--- src/rtl/reg_dump_collector_pkg.sv ---
// Shared debug-dump definitions: default sizes, state encoding, helpers.
// Also holds the byte width used on the UART transmit handshake.
package reg_dump_collector_pkg;

  localparam int DBG_LEN   = 32;
  localparam int DBG_NB    = 5;
  localparam int DBG_NREGS = 32;
  localparam int UART_DW   = 8;

  typedef enum logic [2:0] {
    S_IDLE   = 3'd0,
    S_LATCH  = 3'd1,
    S_SEND   = 3'd2,
    S_WAIT   = 3'd3,
    S_NEXT   = 3'd4,
    S_FINISH = 3'd5
  } dump_state_e;

  function automatic int bytes_per_word(input int len);
    return len / UART_DW;
  endfunction

  function automatic int dump_words(input int nregs);
    return nregs + 1;
  endfunction

endpackage

--- src/rtl/reg_dump_collector.sv ---
// Debug register dump: walks PC plus every architectural register and
// streams each word MSB byte first over the UART tx_start/tx_done handshake.
module reg_dump_collector
  import reg_dump_collector_pkg::*;
#(
  parameter int LEN   = DBG_LEN,
  parameter int NB    = DBG_NB,
  parameter int NREGS = DBG_NREGS
) (
  input  logic               clk,
  input  logic               reset,
  input  logic               start,
  input  logic [LEN-1:0]     pc_value,
  input  logic [LEN-1:0]     reg_data,
  input  logic               tx_done,
  output logic [NB-1:0]      reg_addr,
  output logic               debug_mode,
  output logic [UART_DW-1:0] tx_data,
  output logic               tx_start,
  output logic               busy,
  output logic               done
);

  localparam int BPW   = bytes_per_word(LEN);
  localparam int WORDS = dump_words(NREGS);
  localparam int WIW   = $clog2(WORDS);
  localparam int BCW   = (BPW > 1) ? $clog2(BPW) : 1;

  localparam logic [WIW-1:0] LAST_WORD = WIW'(WORDS - 1);
  localparam logic [BCW-1:0] LAST_BYTE = BCW'(BPW - 1);

  dump_state_e        state_q, state_d;
  logic [WIW-1:0]     word_idx_q, word_idx_d;
  logic [BCW-1:0]     byte_cnt_q, byte_cnt_d;
  logic [LEN-1:0]     shift_q, shift_d;
  logic [NB-1:0]      reg_addr_q, reg_addr_d;
  logic [UART_DW-1:0] tx_data_q, tx_data_d;
  logic               tx_start_q, tx_start_d;
  logic               busy_q, busy_d;
  logic               dbg_q, dbg_d;
  logic               done_q, done_d;

  always_ff @(posedge clk or posedge reset) begin
    if (reset) begin
      state_q    <= S_IDLE;
      word_idx_q <= '0;
      byte_cnt_q <= '0;
      shift_q    <= '0;
      reg_addr_q <= '0;
      tx_data_q  <= '0;
      tx_start_q <= 1'b0;
      busy_q     <= 1'b0;
      dbg_q      <= 1'b0;
      done_q     <= 1'b0;
    end else begin
      state_q    <= state_d;
      word_idx_q <= word_idx_d;
      byte_cnt_q <= byte_cnt_d;
      shift_q    <= shift_d;
      reg_addr_q <= reg_addr_d;
      tx_data_q  <= tx_data_d;
      tx_start_q <= tx_start_d;
      busy_q     <= busy_d;
      dbg_q      <= dbg_d;
      done_q     <= done_d;
    end
  end

  always_comb begin
    state_d    = state_q;
    word_idx_d = word_idx_q;
    byte_cnt_d = byte_cnt_q;
    shift_d    = shift_q;
    reg_addr_d = reg_addr_q;
    tx_data_d  = tx_data_q;
    tx_start_d = 1'b0;
    busy_d     = busy_q;
    dbg_d      = dbg_q;
    done_d     = 1'b0;
    unique case (state_q)
      S_IDLE: begin
        if (start) begin
          word_idx_d = '0;
          reg_addr_d = '0;
          busy_d     = 1'b1;
          dbg_d      = 1'b1;
          state_d    = S_LATCH;
        end
      end
      S_LATCH: begin
        // reg_addr was registered a cycle ago, so reg_data is settled
        shift_d    = (word_idx_q == '0) ? pc_value : reg_data;
        byte_cnt_d = '0;
        state_d    = S_SEND;
      end
      S_SEND: begin
        tx_data_d  = shift_q[LEN-1 -: UART_DW];
        tx_start_d = 1'b1;
        state_d    = S_WAIT;
      end
      S_WAIT: begin
        if (tx_done) begin
          shift_d    = shift_q << UART_DW;
          byte_cnt_d = byte_cnt_q + BCW'(1);
          state_d    = (byte_cnt_q == LAST_BYTE) ? S_NEXT : S_SEND;
        end
      end
      S_NEXT: begin
        if (word_idx_q == LAST_WORD) begin
          state_d = S_FINISH;
        end else begin
          word_idx_d = word_idx_q + WIW'(1);
          reg_addr_d = NB'(word_idx_q);
          state_d    = S_LATCH;
        end
      end
      S_FINISH: begin
        done_d  = 1'b1;
        busy_d  = 1'b0;
        dbg_d   = 1'b0;
        state_d = S_IDLE;
      end
      default: state_d = S_IDLE;
    endcase
  end

  assign reg_addr   = reg_addr_q;
  assign debug_mode = dbg_q;
  assign tx_data    = tx_data_q;
  assign tx_start   = tx_start_q;
  assign busy       = busy_q;
  assign done       = done_q;

endmodule

--- config.mk ---
export PLATFORM = sky130hd
export DESIGN_NAME = reg_dump_collector
export DESIGN_NICKNAME = d
export VERILOG_FILES = /design/src/rtl/reg_dump_collector_pkg.sv /design/src/rtl/reg_dump_collector.sv
export SDC_FILE = /design/constraint.sdc
export NUM_CORES = 1
export LEC_CHECK = 0
export CAP_MARGIN = 15
export CORE_MARGIN = 4
export CORE_UTILIZATION = 45
export CTS_CLUSTER_SIZE = 40
export DETAILED_ROUTE_END_ITERATION = 10
export GPL_TIMING_DRIVEN = 0
export PLACE_DENSITY = 0.76
export RECOVER_POWER = 100
export SLEW_MARGIN = 20
export SYNTH_ARGS = -nofsm -noshare
export SYNTH_HDL_FRONTEND = slang
export SYNTH_SLANG_ARGS = --single-unit
--- constraint.sdc ---
create_clock -name clk -period 2.87 [get_ports clk]
set_input_delay 0.4305 -clock clk [delete_from_list [all_inputs] [get_ports clk]]
set_output_delay 0.4305 -clock clk [all_outputs]
set_load 0.1 [all_outputs]
## Word-level counts from Yosys, hierarchy flattened

Cells that the tools add are included.

- Multipliers: 0
- Divide/modulo/power cells: 0
- Equality and inequality tests: 10
- Shift-type cells: 0
- Magnitude comparators: 0
- Bitwise logic cells: 0
- Muxes and demuxes: 20
- Reductions and logical operators: 9
- Add/subtract/negate cells: 2

Operators with widths:

| cell | number |
|---|---|
| $mux 32 | 2 |
| $pmux 32 s2 | 1 |
| $pmux 3 s5 | 1 |
| $mux 3 | 4 |
| $mux 6 | 2 |
| $pmux 6 s2 | 1 |
| $mux 5 | 2 |
| $pmux 5 s2 | 1 |
| $add 6x1->6 const B | 1 |
| $eq 3x2->1 const B | 2 |
| $eq 3x3->1 const B | 2 |
| $eq 6x6->1 const B | 1 |
| $logic_not 6->1 | 1 |
| $ne 2x2->1 const B | 3 |
| $reduce_and 2->1 | 3 |
| $reduce_bool 2->1 | 3 |
| $pmux 2 s2 | 1 |
| $eq 3x1->1 const B | 1 |
| $logic_not 3->1 | 1 |
| $mux 1 | 3 |
| $reduce_and 3->1 | 1 |
| $add 2x1->2 const B | 1 |
| $eq 2x2->1 const B | 1 |
| $mux 2 | 1 |
| $pmux 1 s2 | 1 |

- Memory bits (writable): 0
- Register bits after elaboration: 59
- Latch bits: 0
- ROM bits: 0
- Memories kept: 0

## Depth between registers and ports, before layout

Gate-level depths: netlist of run 1.

- Depth in word-level cells: 4
- Mapped depth: 7
- Depth with buffers taken out: 5

## Worst setup path before layout of run 1

Ideal clock, no wire load.

- Path type: flip-flop to flip-flop
- Start point: register word_idx_q[0]
- End point: register shift_q[22]
- Arrival time: 1.912 ns
- Setup slack: 0.836 ns
- Stages on the path, launching flop included: 8
- Library setup time: 0.122 ns
- Data required time: 2.748 ns
- Cell sequence: dfrtp_1 -> inv_1 -> ha_1 -> or4b_4 -> buf_6 -> buf_6 -> or3_1 -> a32o_1

- Longest elaborated chain between the ends: 3

RTL lines:

| what | line | source |
|---|---|---|
| from (decl) | reg_dump_collector.sv:33 | `logic [WIW-1:0] word_idx_q, word_idx_d;` |
| from (signal assigned) | reg_dump_collector.sv:57 | `word_idx_q <= word_idx_d;` |
| $logic_not 6->1 | reg_dump_collector.sv:92 | `shift_d = (word_idx_q == '0) ? pc_value : reg_data;` |
| $mux 32 | reg_dump_collector.sv:92 |  |
| $pmux 32 s2 | reg_dump_collector.sv:80 | `unique case (state_q)` |
| to (signal assigned) | reg_dump_collector.sv:59 | `shift_q <= shift_d;` |
| to (decl) | reg_dump_collector.sv:35 | `logic [LEN-1:0] shift_q, shift_d;` |

No other way between the ends.
A chain may end at the register's enable or synchronous reset.

## Worst setup path in the final report of run 1

- Start point: register dbg_q (netlist: debug_mode)
- End point: output port debug_mode

RTL lines:

| what | line | source |
|---|---|---|
| from (decl) | reg_dump_collector.sv:40 | `logic dbg_q, dbg_d;` |
| from (signal assigned) | reg_dump_collector.sv:64 | `dbg_q <= dbg_d;` |
| to (decl) | reg_dump_collector.sv:17 | `output logic debug_mode,` |

No word-level cell between the ends.

==> metrics.yaml, run 1 <==
grt_max_degree: 36
async_reset_ff_share_pct: 100.0
cts_setup_buffers: 0
slew_viol_final: 0
r2r_cells: 7
hold_viol_final: 0
p_per_area_nw_per_um2: 1128
maxCapViolCount: 0
syn_area_per_cell_um2: 9.044
path_clk_slew_ps: 70
synth_flop_cell: "dfrtp_1"
internal_power_mw: 2.534
setup.worst_path.class: "reg2out"
switching_share_pct: 49.40
drtIter0Drc: 223
nets: 531
ir_drop_uv: 798.7
multi_input_area_um2: 1612
totalWireLength_mm: 10.18
die_area_um2: 8748
ff_latch_area_um2: 1476
drive_above_1_share_pct: 6.466
place.gp.congestion: 0.9399
routed_via_density: 5.918
grt_pass1_vias: 3313
wire_per_inst_um: 18.18
rows: 30
cts_resized: 0
critPathArrivalTime_ps: 2040
skew_ps: 5.276
clock_path_buffers: 2
cp.required_ps: 2440
grt_usage_pct: 24.12
cts_inserted_buffers: 9
end_kind: "output port"
cp_max_fo: 4
synth_cells: 364
diodes: 0
fmax_mhz: 404.7
start_kind: "flop"
yosys_warnings: 0
drc: 0
synth_area_um2: 3292
coreArea_um2: 6944
hold_buffers: 0
ys_ff_latch: 59
clock-sinks: 59
firstDrtPassIters: 5
syn2layout_area_growth_pct: 34.89
regToRegSetupSlack_ps: 440
io-pin-count: 85
min_path_type: "reg2reg"
grt_pass1_wl_mm: 16.55
seqPwrFrac_pct: 27.6
setup_viol: 0
die_w_um: 93.53
rsz0062_at_grt: "no"
cts_tree: "built"
drtAntennaViolNets: 0
synth-edff-count: 0
syn_nets: 435
power.net_switching_mw: 2.473
dpl.hpwl_mm: 7.400
port_buffers: 84
status: "finished, final reports clean"
slew-limit-headroom_pct: 26.10
hold_ws_ps: 489.6
vias: 3314
htree_levels: 3
yosysUniqueCellTypes: 39
hold-path-cell-count: 1
clk_latency_ps: 340
min_period_ps: 2471
finalCritPeriodShare_pct: 86.09
antenna_found_initial: 0
worst_pin_slew_ps: 1102
ys_seq_area_share_pct: 44.85
p_total_mw: 5.007
clockRootBuffer: "clkbuf_8"
power_frac_clock_pct: 15.3
die_h_um: 93.53
nFillCells: 608
p_leak_nw: 1.678
grt-ovfl-total: 0
comb_power_share_pct: 57.1
start_util_pct: 47.41
==> state kept, by name (all words and copies together) (netlist names) <==
name,cells
tx_start,1
shift_q,32
reg_addr,5
byte_cnt_q,2
debug_mode,1
done,1
tx_data,8
state_q,3
word_idx_q,6
==> metal layers <==
layer	GRT usage, %	up-vias	wire, um
met1	34.14	1618	4478
met4	7.100	0	155
met3	6.516	17	715
li1	-	1545	-
met2	36.21	134	4829
met5	0	-	0
==> worst max-delay path: stages, from the launching register on <==
cell and delay (ps):
dfrtp_1 390, buf_4 120, dlygate4sd3_1 1190
==> layout by cell type, fill, tap and decap left out, drive strengths merged, types with 4 or more instances in the layout <==
cell,instances
nor2,27
clkbuf,50
inv,5
dlygate4sd3,18
a21oi,25
a32o,26
buf,4
nor2b,4
clkdlybuf4s50,66
nand2,37
dfrtp,59
nand4,7
or3,25
o311ai,4
o21ai,43
mux2,8
o211ai,18
==> power by group through the flow <==
stage	clock, mW	sequential, mW	combinational [mW]
final	0.768	1.38	2.86
after global routing	0.811	1.42	3.09
after CTS	0.773	1.38	2.91
after detailed placement	0	1.39	2.90
after global placement	0	1.37	2.85
after floorplan	0	1.99	1.48
==> final timing paths <==
path,startpoint,end
min,shift_q[25],shift_q[25]
min reg2reg,shift_q[25],shift_q[25]
min in group asynchronous,reset,shift_q[5]
max in group asynchronous,reset,tx_data[4]
max,debug_mode,debug_mode
max reg2reg,word_idx_q[0],shift_q[30]
==> logic make-up (layout without fill, tap and decap cells) <==
group / after synthesis / in the layout / synth area share [%]
AND/OR/NAND/NOR: 117 / 117 / 17.79
buffers and inverters: 46 / 146 / 6.081
multiplexers: 9 / 9 / 3.041
flip-flops: 59 / 59 / 44.85
AO/OA/AOI/OAI: 130 / 130 / 27.10
adder cells (fa/ha/maj): 3 / 3 / 1.140
==> cell usage after synthesis, types with 2 or more instances <==
cell / n / area share [%]
nand2_1: 37 / 4.2
ha_1: 3 / 1.1
nand3_1: 3 / 0.46
nand2b_1: 3 / 0.57
buf_6: 3 / 1.0
inv_1: 6 / 0.68
o311ai_0: 4 / 1.1
a32oi_1: 3 / 0.80
a22o_1: 2 / 0.53
mux2_2: 8 / 2.7
o211ai_1: 18 / 4.1
nor2b_1: 4 / 0.76
clkbuf_1: 34 / 3.9
or2_2: 2 / 0.38
o21ai_0: 43 / 6.5
a32o_1: 26 / 7.9
a21oi_1: 25 / 3.8
nand4_1: 7 / 1.3
dfrtp_1: 59 / 45
nor3_1: 2 / 0.30
and3_1: 2 / 0.38
or3_1: 25 / 4.8
nor2_1: 27 / 3.1
o2bb2ai_1: 3 / 0.80
==> stage by stage <==
step	area (um2)	std cells	utilization [%]	setup WS [ps]	TNS, ps
after floorplan	3292	364	-	836.0	0
after global placement	4253	544	61.24	-131.7	-7526
after detailed placement	4275	545	61.57	315.4	0
after CTS	4469	560	64.36	450.1	0
after global routing	4441	560	63.95	303.1	0
final	4441	560	63.95	399.3	0
==> cell type report <==
| cell class | count | area share (%) |
|---|---|---|
| Clock inverter | 2 | 0.7890 |
| Clock buffer | 13 | 3.578 |
| Multi-Input combinational cell | 259 | 36.29 |
| Tap cell | 96 | 2.705 |
| Timing Repair Buffer | 85 | 19.05 |
| Inverter | 6 | 0.5354 |
| Buffer | 40 | 3.804 |
| Sequential cell | 59 | 33.25 |
No activity file was read; power rests on OpenSTA's default activity.
==> run 2, diff against run 1 <==
--- a/config.mk
+++ b/config.mk
@@ -7,11 +7,11 @@
 export LEC_CHECK = 0
 export CAP_MARGIN = 15
 export CORE_MARGIN = 4
-export CORE_UTILIZATION = 45
+export CORE_UTILIZATION = 49
 export CTS_CLUSTER_SIZE = 40
 export DETAILED_ROUTE_END_ITERATION = 10
 export GPL_TIMING_DRIVEN = 0
-export PLACE_DENSITY = 0.76
+export PLACE_DENSITY = 0.81
 export RECOVER_POWER = 100
 export SLEW_MARGIN = 20
 export SYNTH_ARGS = -nofsm -noshare
==> metrics.yaml, run 2 (synthesis results as in run 1) <==
final_cell_mix: "clkdlybuf4s50_1, dfrtp_1, o21ai_0"
r2r_cells: 7
syn2layout_area_growth_pct: 33.49
path_clk_slew_ps: 70
clk_latency_ps: 340
regToRegSetupSlack_ps: 320
die_area_um2: 8094
drtIter0Drc: 332
crit_chain: "inv_1 -> ha_1 -> or4b_1 -> clkbuf_1 -> clkbuf_1 -> or3_1 -> a32o_1"
top_register: "shift_q"
rsz0062_at_grt: "no"
coreArea_um2: 6422
die_w_um: 89.97
place_inst: 526
hold_viol_final: 0
clock_path_buffers: 2
wire_per_inst_um: 18.81
setup.worst_path.class: "reg2reg"
slew-limit-headroom_pct: 32.84
totalWireLength_mm: 10.19
r2r_start: "word_idx_q[0]"
antenna_found_initial: 0
nFillCells: 525
start_kind: "flop"
critPathMaxStageDelay_ps: 480
rows: 29
cp-startpoint: "word_idx_q[0]"
die_h_um: 89.97
cp_max_fo: 10
cts_inserted_buffers: 9
diodes: 0
grt_max_degree: 42
place.gp.congestion: 0.9291
setup_viol: 0
min_period_ps: 2546
firstDrtPassIters: 6
end_kind: "flop"
fmax_mhz: 392.8
skew_ps: 5.951
p_per_area_nw_per_um2: 1122
crit_top_cell: "clkbuf_1"
cp_slowest_cell: "or4b_1"
grt_pass1_vias: 3396
slew_viol_final: 0
hold_buffers: 0
ir_drop_uv: 815.6
port_buffers: 84
start_util_pct: 51.26
maxCapViolCount: 0
drc: 0
grt-ovfl-total: 0
grt_usage_pct: 25.34
drtAntennaViolNets: 0
p_leak_nw: 1.668
utilization_pct: 68.42
finalCritPeriodShare_pct: 88.71
largest_reg_flops: 32
io-pin-count: 85
cts_resized: 0
routed_via_density: 6.330
cts_setup_buffers: 0
clock-sinks: 59
min_path_type: "reg2reg"
critPathArrivalTime_ps: 2780
cts_tree: "built"
dpl.hpwl_mm: 7.189
drive_above_1_share_pct: 6.882
fin_cells: 542
worst_pin_slew_ps: 1007
final_common_cell: "clkdlybuf4s50_1"
cp.required_ps: 3100
clockRootBuffer: "clkbuf_8"
hold-path-cell-count: 1
grt_pass1_wl_mm: 16.88
status: "finished, final reports clean"
min_from: "shift_q[10]"
htree_levels: 3
vias: 3431
nets: 531
run 2: cell count changes in the layout (fill, tap and decap cells not counted), sizes merged:
| cell | change |
|---|---|
| bufinv | -1 |
| clkinv | +3 |
| buf | -1 |
| clkinvlp | +1 |
| clkbuf | -1 |
run 2: worst paths after layout:
kind	endpoint
setup / recovery	shift_q[29]
setup reg to reg	shift_q[29]
hold / removal	shift_q[10]
max in group asynchronous	debug_mode
hold reg to reg	shift_q[10]
min in group asynchronous	shift_q[6]
run 2: per-stage QoR:
step	total power [mW]	cell area [um2]	worst slack, ps	setup TNS [ps]	hold WS, ps
finish	4.931	4394	324.0	0	493.8
detailed placement	4.284	4252	394.3	0	480.7
global route	5.232	4394	212.2	0	505.4
global placement	4.220	4229	-129.3	-7410	473.7
CTS	4.982	4431	470.0	0	395.8
floorplan	3.470	3292	836.0	0	460.3
run 2: final cells by class:
class                           count  area, um2  share of cell area [%]
Buffer                             40      161.4                   3.673
Inverter                            6      23.77                  0.5410
Multi-Input combinational cell    259       1612                   36.67
Clock buffer                       11      151.4                   3.445
Sequential cell                    59       1476                   33.60
Timing Repair Buffer               85      845.8                   19.25
Clock inverter                      5      27.53                  0.6264
Tap cell                           77      96.34                   2.192
run 2: critical path: cells and delay by family, from the launching register on:
family	cells	cell delay, ps
AO/OA/AOI/OAI	1	250
adder cells (fa/ha/maj)	1	190
buffers and inverters	3	660
flip-flops	1	450
AND/OR/NAND/NOR	2	890
run 2: per-layer routing:
metal | vias up | GRT usage, % | routed length [um] | part of all wire, %
li1 | 1545 | - | - | -
met1 | 1652 | 35.78 | 4327 | 42
met2 | 196 | 37.34 | 4630 | 45
met3 | 38 | 6.260 | 937 | 9.2
met4 | 0 | 10.46 | 297 | 2.9
met5 | - | 0 | 0 | 0
run 2: power by group:
| part | leakage, nW | total (mW) | internal, mW | switching [mW] |
|---|---|---|---|---|
| combinational | 0.819 | 2.86 | 0.898 | 1.96 |
| clock | 0.0949 | 0.695 | 0.354 | 0.341 |
| sequential | 0.755 | 1.38 | 1.18 | 0.198 |
| total | 1.67 | 4.93 | 2.43 | 2.50 |
==> run 3, diff against run 2 <==
--- a/config.mk
+++ b/config.mk
@@ -6,12 +6,13 @@
 export NUM_CORES = 1
 export LEC_CHECK = 0
 export CAP_MARGIN = 15
+export CORE_ASPECT_RATIO = 0.9
 export CORE_MARGIN = 4
-export CORE_UTILIZATION = 49
+export CORE_UTILIZATION = 40
 export CTS_CLUSTER_SIZE = 40
 export DETAILED_ROUTE_END_ITERATION = 10
 export GPL_TIMING_DRIVEN = 0
-export PLACE_DENSITY = 0.81
+export PLACE_DENSITY = 0.69
 export RECOVER_POWER = 100
 export SLEW_MARGIN = 20
 export SYNTH_ARGS = -nofsm -noshare
==> metrics.yaml, run 3 (synthesis results as in run 1) <==
r2r_start: "word_idx_q[0]"
vias: 3266
antenna_found_initial: 0
nFillCells: 713
grt_pass1_vias: 3257
power_frac_clock_pct: 13.7
rows: 31
cts_resized: 0
slew_viol_final: 0
cts_setup_buffers: 0
hold-path-cell-count: 1
power.net_switching_mw: 2.465
drtAntennaViolNets: 0
coreArea_um2: 8029
final_cell_mix: "clkdlybuf4s50_1, dfrtp_1, o21ai_0"
fin_setup_tns_ps: 0
clock-sinks: 59
min_period_ps: 2492
clockRootBuffer: "clkbuf_8"
routed_via_density: 5.811
place.gp.congestion: 0.8838
cp_max_fo: 4
grt_pass1_wl_mm: 16.56
grt_usage_pct: 21.40
drive_above_1_share_pct: 6.695
cp_top_family: "buffers and inverters"
start_kind: "flop"
fin_cells: 562
htree_levels: 3
io-pin-count: 85
fmax_mhz: 401.3
cp.required_ps: 2440
critPathMaxStageDelay_ps: 1190
largest_reg_flops: 32
die_area_um2: 9747
wire_per_inst_um: 18.04
r2r_cells: 7
port_buffers: 84
setup.worst_path.class: "reg2out"
critPathArrivalTime_ps: 2060
rsz0062_at_grt: "no"
min_to: "shift_q[24]"
status: "finished, final reports clean"
clock_path_buffers: 2
totalWireLength_mm: 10.14
start_util_pct: 41.00
maxCapViolCount: 0
grt_max_degree: 51
cp_slowest_cell: "dlygate4sd3_1"
die_h_um: 94.07
r2r_end: "shift_q[22]"
min_path_type: "reg2reg"
p_per_area_nw_per_um2: 1110
path_buf_inv: 2
regToRegSetupSlack_ps: 440
nets: 531
cts_tree: "built"
top_register: "shift_q"
crit_chain: "buf_4 -> dlygate4sd3_1"
grt-ovfl-total: 0
finalCritPeriodShare_pct: 86.82
clk_latency_ps: 350
end_kind: "output port"
seqPwrFrac_pct: 28.0
hold_buffers: 0
drtIter0Drc: 210
setup_viol: 0
syn2layout_area_growth_pct: 34.17
p_leak_nw: 1.669
slew-limit-headroom_pct: 14.77
drc: 0
min_from: "shift_q[24]"
place_inst: 548
final_common_cell: "clkdlybuf4s50_1"
die_w_um: 103.6
switching_share_pct: 50.30
comb_power_share_pct: 58.3
firstDrtPassIters: 7
skew_ps: 8.712
hold_viol_final: 0
cp-startpoint: "debug_mode"
path_clk_slew_ps: 70
diodes: 0
worst_pin_slew_ps: 1278
internal_power_mw: 2.436
dpl.hpwl_mm: 7.325
cts_inserted_buffers: 9
ir_drop_uv: 661.1
## run 3: changes by cell type in the layout (fill, tap and decap cells not counted)
cell,change
buf_6,+1
clkbuf_1,-1
clkinv_2,-1
clkinvlp_4,-1
## run 3: area by class of cell
class                   count  area [um2]  area share, %
multi-input cells         259        1612          36.49
flip-flops and latches     59        1476          33.43
repair buffers             85       845.8          19.15
plain buffers              40       168.9          3.824
clock buffers              11       151.4          3.428
well taps                  99       123.9          2.805
inverters                   6       23.77         0.5382
clock inverters             3       15.01         0.3399
## run 3: worst max path at each step
stage | endpoint | slack (ps) | cells after the start
6_report | debug_mode | 380 | 2
3_3_place_gp | tx_data[4] | -220 | 2
5_1_grt | shift_q[20] | 210 | 6
4_1_cts | debug_mode | 430 | 2
3_5_place_dp | shift_q[19] | 320 | 6
2_1_floorplan | shift_q[22] | 840 | 7
## run 3: through the flow
| stage | utilization (%) | instance area, um2 | hold WS (ps) | worst slack, ps | power [mW] |
|---|---|---|---|---|---|
| floorplan | - | 3292 | 460.3 | 836.0 | 3.470 |
| global placement | 53.02 | 4257 | 475.7 | -220.6 | 4.254 |
| detailed placement | 53.39 | 4287 | 480.8 | 315.0 | 4.296 |
| CTS | 55.46 | 4453 | 339.6 | 433.7 | 4.978 |
| global route | 55.01 | 4417 | 513.0 | 212.1 | 5.231 |
| finish | 55.01 | 4417 | 492.0 | 378.2 | 4.902 |
## run 3: metal layers
metal	GRT usage (%)	routed length, um
met5	0	0
met4	5.980	100
met3	6.735	616
met2	32.95	4681
met1	29.22	4742
## run 3: power groups by stage
stage               Clock, mW  Combinational (mW)  Sequential [mW]
CTS                     0.679                2.92             1.37
finish                  0.673                2.86             1.37
global route            0.720                3.10             1.42
floorplan                   0                1.48             1.99
detailed placement          0                2.91             1.39
global placement            0                2.88             1.38
==> variant, RTL diff (flow settings as in run 3) <==
`shift_q`, `reg_addr_q` and `tx_data_q` no longer have a reset.
--- a/src/rtl/reg_dump_collector.sv
+++ b/src/rtl/reg_dump_collector.sv
@@ -45,9 +45,6 @@
       state_q    <= S_IDLE;
       word_idx_q <= '0;
       byte_cnt_q <= '0;
-      shift_q    <= '0;
-      reg_addr_q <= '0;
-      tx_data_q  <= '0;
       tx_start_q <= 1'b0;
       busy_q     <= 1'b0;
       dbg_q      <= 1'b0;
@@ -56,14 +53,17 @@
       state_q    <= state_d;
       word_idx_q <= word_idx_d;
       byte_cnt_q <= byte_cnt_d;
-      shift_q    <= shift_d;
-      reg_addr_q <= reg_addr_d;
-      tx_data_q  <= tx_data_d;
       tx_start_q <= tx_start_d;
       busy_q     <= busy_d;
       dbg_q      <= dbg_d;
       done_q     <= done_d;
     end
+  end
+
+  always_ff @(posedge clk) begin
+    shift_q    <= shift_d;
+    reg_addr_q <= reg_addr_d;
+    tx_data_q  <= tx_data_d;
   end
 
   always_comb begin
Check against the original RTL: differs if reset is asserted again (counterexample within 4 cycles, from zero or initial values and one cycle with reset high); with reset held inactive, the same outputs for 10 cycles.
==> variant against run 3 <==
Worst hold slack got worse by 70 ps; setup slack improved by 48 ps; critical path depth did not move; synthesized area is 11% lower; design area decreased by 8.7%; maximum frequency is 2.0% higher; largest power group unchanged; sequential power up 20%; wire length down 21%; total power decreased by 0.28%; sequential cell count did not move.
==> variant: results (changes against run 3) <==
- Status: completed (unchanged)
- Gpl congestion: 0.8255 (was 0.8838)
- Flop2flop setup slack: 520 ps (was 440 ps)
- Dpl ws: 651.2 ps (was 315.0 ps)
- Multi-input gates: 180 (was 259)
- Grt met3 use: 0.04524 (was 0.06735)
- Area growth, synth to finish: 37.31% (was 34.17%)
- Nonclk buf count: 112 (was 125)
- WL/cell: 17.06 µm (was 18.04 µm)
- Seq/Total Area, Yosys: 0.5792 (was 0.4485)
- Vias/cell: 5.437 (was 5.811)
- Async set-reset flop share out of synthesis: 0.2373 (was 1.000)
- Multi-input combinational area share: 0.2528 (was 0.3649)
- Tot GR Track Use: 0.1861 (was 0.2140)
- Register area: 1702 µm² (was 1476 µm²)
- Minimum clock period: 2443 ps (was 2492 ps)
- Fill cell count: 646 (was 713)
- Synth top area cells: edfxtp_1, dfrtp_1, a21oi_1 (was dfrtp_1, a32o_1, o21ai_0)
- Slew margin rel.: 0.1377 (was 0.1477)
- Leakage: 1.487 nW (was 1.669 nW)
- Die area: 8781 µm² (was 9747 µm²)
- Worst reg2reg endpoint: shift_q[17] (was shift_q[22])
- Post-synth EDFFs: 45 (was 0)
- Dpl cells: 451 (was 548)
- Global-route wire length before repair: 12680 µm (was 16560 µm)
- Fin nets: 440 (was 531)
- Synth top cells by count: edfxtp_1, a21oi_1, o21ai_1, nor2_1, a31oi_1 (was dfrtp_1, o21ai_0, nand2_1, clkbuf_1, nor2_1)
- Synth Flop Type: edfxtp_1 (was dfrtp_1)
- Inverter count: 7 (was 6)
- Hold_sp: shift_q[26] (was shift_q[24])
==> variant: changes by cell type in the layout (fill, tap and decap cells not counted), moves of 17 or more <==
cell             run 3  this run
or3_1               25         0
dfrtp_1             59        14
o211ai_1            18         1
nand2_1             37         3
clkbuf_1            36        13
a31oi_1              0        25
o21ai_1              0        25
o21ai_0             43        12
a32o_1              26         1
edfxtp_1             0        45
==> variant: cell families after synthesis <==
| logic type | count (synthesis) | synth area share |
|---|---|---|
| AOI/OAI and AO/OA | 107 | 0.2066 |
| and+or+nand+nor | 68 | 0.1244 |
| DFF | 59 | 0.5792 |
| buffers and inverters | 35 | 0.06942 |
| adders and majority gates | 3 | 0.01278 |
| muxes | 2 | 0.007666 |
==> variant: power by group <==
group	leakage [nW]	switching [W]	internal [W]
sequential	0.604	0.000127	0.00152
combinational	0.789	0.00174	0.000775
clock	0.0935	0.000329	0.000393
